File: src/rtl/prbs4_checker_sat_counter.sv
// Saturating up-counter with synchronous clear; clear applies before the increment.
module sat_counter #(
  parameter int unsigned W = 16
) (
  input  logic         clk,
  input  logic         rst,
  input  logic         clr,
  input  logic         inc,
  output logic [W-1:0] cnt
);

  logic [W-1:0] cnt_q;
  logic [W-1:0] cnt_d;

  // Clear first, then count the same-cycle event, holding at all-ones
  always_comb begin
    cnt_d = cnt_q;
    if (clr) cnt_d = '0;
    if (inc && (cnt_d != '1)) cnt_d = cnt_d + W'(1);
  end

  // Count register
  always_ff @(posedge clk) begin
    if (rst) cnt_q <= '0;
    else     cnt_q <= cnt_d;
  end

  assign cnt = cnt_q;

endmodule

File: config.mk
export PLATFORM = sky130hd
export DESIGN_NAME = sat_counter
export DESIGN_NICKNAME = d
export VERILOG_FILES = /design/src/rtl/prbs4_checker_sat_counter.sv
export SDC_FILE = /design/constraint.sdc
export NUM_CORES = 1
export LEC_CHECK = 0
export CAP_MARGIN = 10
export CORE_AREA = 3 3 42 63
export CTS_CLUSTER_DIAMETER = 150
export DETAILED_ROUTE_END_ITERATION = 16
export DIE_AREA = 0 0 45 66
export PLACE_DENSITY_LB_ADDON = 0.08
export SYNTH_ARGS = -nofsm -noshare
export SYNTH_HDL_FRONTEND = slang
export SYNTH_SLANG_ARGS = --single-unit
File: constraint.sdc
create_clock -name clk -period 1.85 [get_ports clk]
set_clock_uncertainty 0.1 [all_clocks]
set_input_delay 0.37 -clock clk [delete_from_list [all_inputs] [get_ports clk]]
set_output_delay 0.37 -clock clk [all_outputs]
set_load 0.005 [all_outputs]
# Word-level counts from Yosys, hierarchy flattened
# Index checks and enable logic that the tools add are counted.
[word_totals]
reg_bits = 16
latch_bits = 0
ramBits = 0
rom_bits = 0
in_bits = 4
out_inout_bits = 16
wordCells = 6
n_memories = 0
[op_classes]
add_sub_neg = 1
n_mul = 0
div_mod_pow = 0
order_cmp = 0
n_eq_ne = 1
shift = 0
n_mux = 2
bitwise = 0
reduce_logical = 1
[op_table]
columns = ["operator", "n"]
rows = [
  ["$mux 16", 2],
  ["$add 16x1->16 const B", 1],
  ["$ne 16x16->1 const B", 1],
  ["$logic_and 1x1->1", 1],
]

# Depth between registers and ports, before layout
# Gate-level depths: netlist of the first run.
[depth]
ltp_word = 4
mapped_depth = 5
ltp_nobuf = 4

# Least setup slack after synthesis of the first run
# Ideal clock, no wire load.
[synth_path]
kind = "input -> register"
from = "input clr"
to = "register cnt_q[9], in the netlist cnt[9]"
setup_ps = 121
t_arrival_ps = 1600
slack_ps = 30
cell_stages = 5
cell_sequence = "buf_6 -> nand4b_1 -> or3_1 -> nor3_1 -> mux2_2"
[synth_between]
elab_chain_len = 4
elab_cells_between_ends = 5
[synth_rtl]
columns = ["item", "line_no", "text"]
rows = [
  ["start: declaration", "7", "input logic clr,"],
  ["$mux 16 (*)", "18", "if (clr) cnt_d = '0;"],
  ["parallel branches: the longest is 2 deep, another holds $add 16x1->16", "n/a", ""],
  ["$mux 16 (*)", "19", "if (inc && (cnt_d != '1)) cnt_d = cnt_d + W'(1);"],
  ["end signal: assignment", "25", "else cnt_q <= cnt_d;"],
  ["end: declaration", "12", "logic [W-1:0] cnt_q;"],
]
# Every way passes the cells marked *.
# A chain may end at the register's enable or synchronous reset.

# Worst setup path in the final report of the first run
[layout_path]
from = "register cnt_q[5], in the netlist cnt[5]"
to = "output cnt[5]"
[layout_lines]
columns = ["item", "line_no", "text"]
rows = [
  ["end: declaration", "9", "output logic [W-1:0] cnt"],
]
# No word-level cell between the ends.

==> results of run 1 <==
cell type report:
type | instances | area (sq um)
Tap cell | 23 | 28.8
Fill cell | 220 | 885
Inverter | 5 | 18.8
Multi-Input combinational cell | 80 | 513
Clock buffer | 4 | 36.3
Sequential cell | 16 | 324
Timing Repair Buffer | 48 | 402
how the worst max path moves through the flow:
stage / from / slack [ns] / end
2_1_floorplan: clr / 0.03 / cnt[9]
5_1_grt: cnt[5] / 0.009 / cnt[5]
3_5_place_dp: clr / -0.51 / cnt[9]
6_report: cnt[5] / 0.06 / cnt[5]
3_3_place_gp: clr / -0.48 / cnt[9]
4_1_cts: cnt[5] / 0.05 / cnt[5]
placed cells by master (no fill, tap or decap), drive strengths merged, types with 2 or more instances in the layout:
cell	synthesis	final
inv	5	5
a211oi	3	3
o21ai	7	7
a31oi	2	2
nor3	9	9
nor2b	2	2
a21oi	8	8
nor2	7	7
nand2b	3	3
and3	3	3
clkbuf	1	5
buf	1	29
and2b	2	2
clkdlybuf4s50	0	17
nand3	3	3
dfxtp	16	16
nand4b	4	4
nand4	3	3
nor4	5	5
nand2	6	6
or3	5	5
cell families after synthesis:
logic type	Yosys count	synth area share [%]
AO/OA/AOI/OAI	22	14.5
buffers and inverters	7	3.92
flip-flops	16	37.2
multiplexers	2	2.47
AND/OR/NAND/NOR	56	41.9
power breakdown:
group,internal [mW],switching [mW],total (mW)
sequential,0.347,0.00175,0.348
combinational,0.0226,0.0213,0.0439
clock,0.120,0.116,0.236
total,0.489,0.140,0.628
stage by stage:
step	power [mW]	TNS (ns)	util (%)
6_report	0.628	0	59.9
5_1_grt	0.655	0	59.9
4_1_cts	0.635	0	59.9
3_5_place_dp	0.402	-5.41	58.2
3_3_place_gp	0.402	-5.11	58.2
2_1_floorplan	0.375	0	-
worst max-delay path, stage by stage (launching register included):
cell	delay, ns
dfxtp_1	0.39
buf_4	0.15
clkdlybuf4s50_1	0.49
timing repair:
action                                  CTS  global route
endpoints found under the setup margin   10             4
resized for setup                         3             5
buffers inserted                          0             0
layer usage:
metal	GRT usage, %	part of all wire, %	vias up
li1	-	-	483
met4	5.49	1.1	0
met1	21.6	42	465
met2	33.0	53	21
met3	1.91	3.5	5
met5	0	0	-
==> run_results.csv, run 1 <==
group,metric,value,unit
floorplanning,dieHeight,66,um
drt,vias,974,
setup_path,worstPathRequired,1.38,ns
timing,worst_slack,0.0624,ns
synth,synth_top_cell_by_area,"dfxtp_1",
clock_network,insertion_delay,0.29,ns
cells_and_area,area_growth,53.4,%
synth,syn-instance-count,103,
synth,yosys_register_bits,16,
synth,avgSynthCellArea,8.37,sq um
synth,netlist_area,862,sq um
placement,place_ws,-0.510,ns
hold_path,hold_path_startpoint,"clr",
global_routing,overflow,0,
cells_and_area,finalNonFillerCells,176,
drt,drt_first_pass_iters,4,
placement,port_buffers,19,
global_routing,grt_max_degree,11,
global_routing,grt_pass1_wl,4110,um
clock_network,cts-htree-levels,1,
setup_path,rr_startpoint,"cnt[8]",
synth,synth.most_common_cell,"dfxtp_1",
floorplanning,initial_core_util,39.1,%
global_routing,antenna_found_initial,0,
synth,synth-main-ff-cell,"dfxtp_1",
setup_path,rr_worst_depth,4,
placement,gp_congestion,0.828,
synth,synth-edff-count,0,
timing,worst_pin_slew,0.307,ns
hold_path,hold_class,"in2reg",
timing,post-route-period-util,96.6,%
synth,yosysSeqAreaShare,37.2,%
clock_network,cts_root_buf,"clkbuf_4",
setup_path,critPathMaxFanout,4,
outcome,status,"complete, no violations",
synth,synthArstFlopShare,0,%
clock_network,cts_buffers,3,
setup_path,crit_path_start_kind,"register",
clock_network,cts.clk_slew.worst_paths,0.10,ns
synth,synth_warnings,0,
drt,drt-initial-drc-count,26,
placement,post_dp_cell_area,1280,sq um
placement,dp_hpwl,1900,um
synth,synth_top_area_share,37.2,%
power,ir_drop,0.390,mV
setup_path,timing.rr.end,"cnt[14]",
setup_path,cp-end-kind,"output port",
setup_path,worst-r2r-setup-slack,0.14,ns
timing,relSlewSlack,79.3,%
clock_network,clock_tree.buffer_depth,2,
global_routing,first_global_vias,934,
drt,drt-total-wl,2380,um
cells_and_area,nets,158,
floorplanning,rows,21,
timing,hold_viol,0,
timing,slew_violations,0,
drt,drcViolationCount,0,
cells_and_area,antenna_cells,0,
hold_path,whs_path_depth,4,
synth,synth_fp_nets,107,
setup_path,worstSetupPathType,"reg2out",
synth,synthTopCellsByArea,"dfxtp_1 (37%), nor3_1 (5.2%), a21oi_1 (4.6%)",
power,leakagePower,0.529,nW
cells_and_area,largest_reg_flops,16,
timing,holdWs,0.384,ns
clock_network,cts_tree,"done",
clock_network,clock_sinks,16,
floorplanning,die_w,45,um
placement,dp.cells,172,
drt,wire_per_inst,13.5,um
job,drv_cap,0,
floorplanning,top_level_ports,20,
timing,finalSetupViolCount,0,
timing,fmax,0.559,GHz
timing,rsz0062_at_grt,"no",
floorplanning,die-area,2970,sq um
global_routing,track_usage,18.3,%
drt,viasPerCell,5.53,
floorplanning,coreArea,2210,sq um
cells_and_area,postLayoutCellArea,1320,sq um
hold_path,holdPathEnd,"cnt[13]",
synth,netlist_top_cells_count,"dfxtp_1 (16), nor3_1 (9), a21oi_1 (8), nor2_1 (7), o21ai_0 (7)",
cells_and_area,layout-drive-gt1-share,28.8,%
synth,synth.distinct_cells,32,
drt,antenna_left,0,
timing,min_period,1.79,ns
power,powerDensity,475,nW/um^2
setup_path,cp.arrival,1.32,ns
clock_network,hold_buffers,0,
Note: power is estimated with default switching activity, not from simulation.
==> inputs of run 2 (changes only) <==
--- a/config.mk
+++ b/config.mk
@@ -14,3 +14,4 @@
 export SYNTH_ARGS = -nofsm -noshare
 export SYNTH_HDL_FRONTEND = slang
 export SYNTH_SLANG_ARGS = --single-unit
+export TNS_END_PERCENT = 50
==> results of run 2 <==
Same layout as run 1: the final DEF is identical, and so are final timing and power.
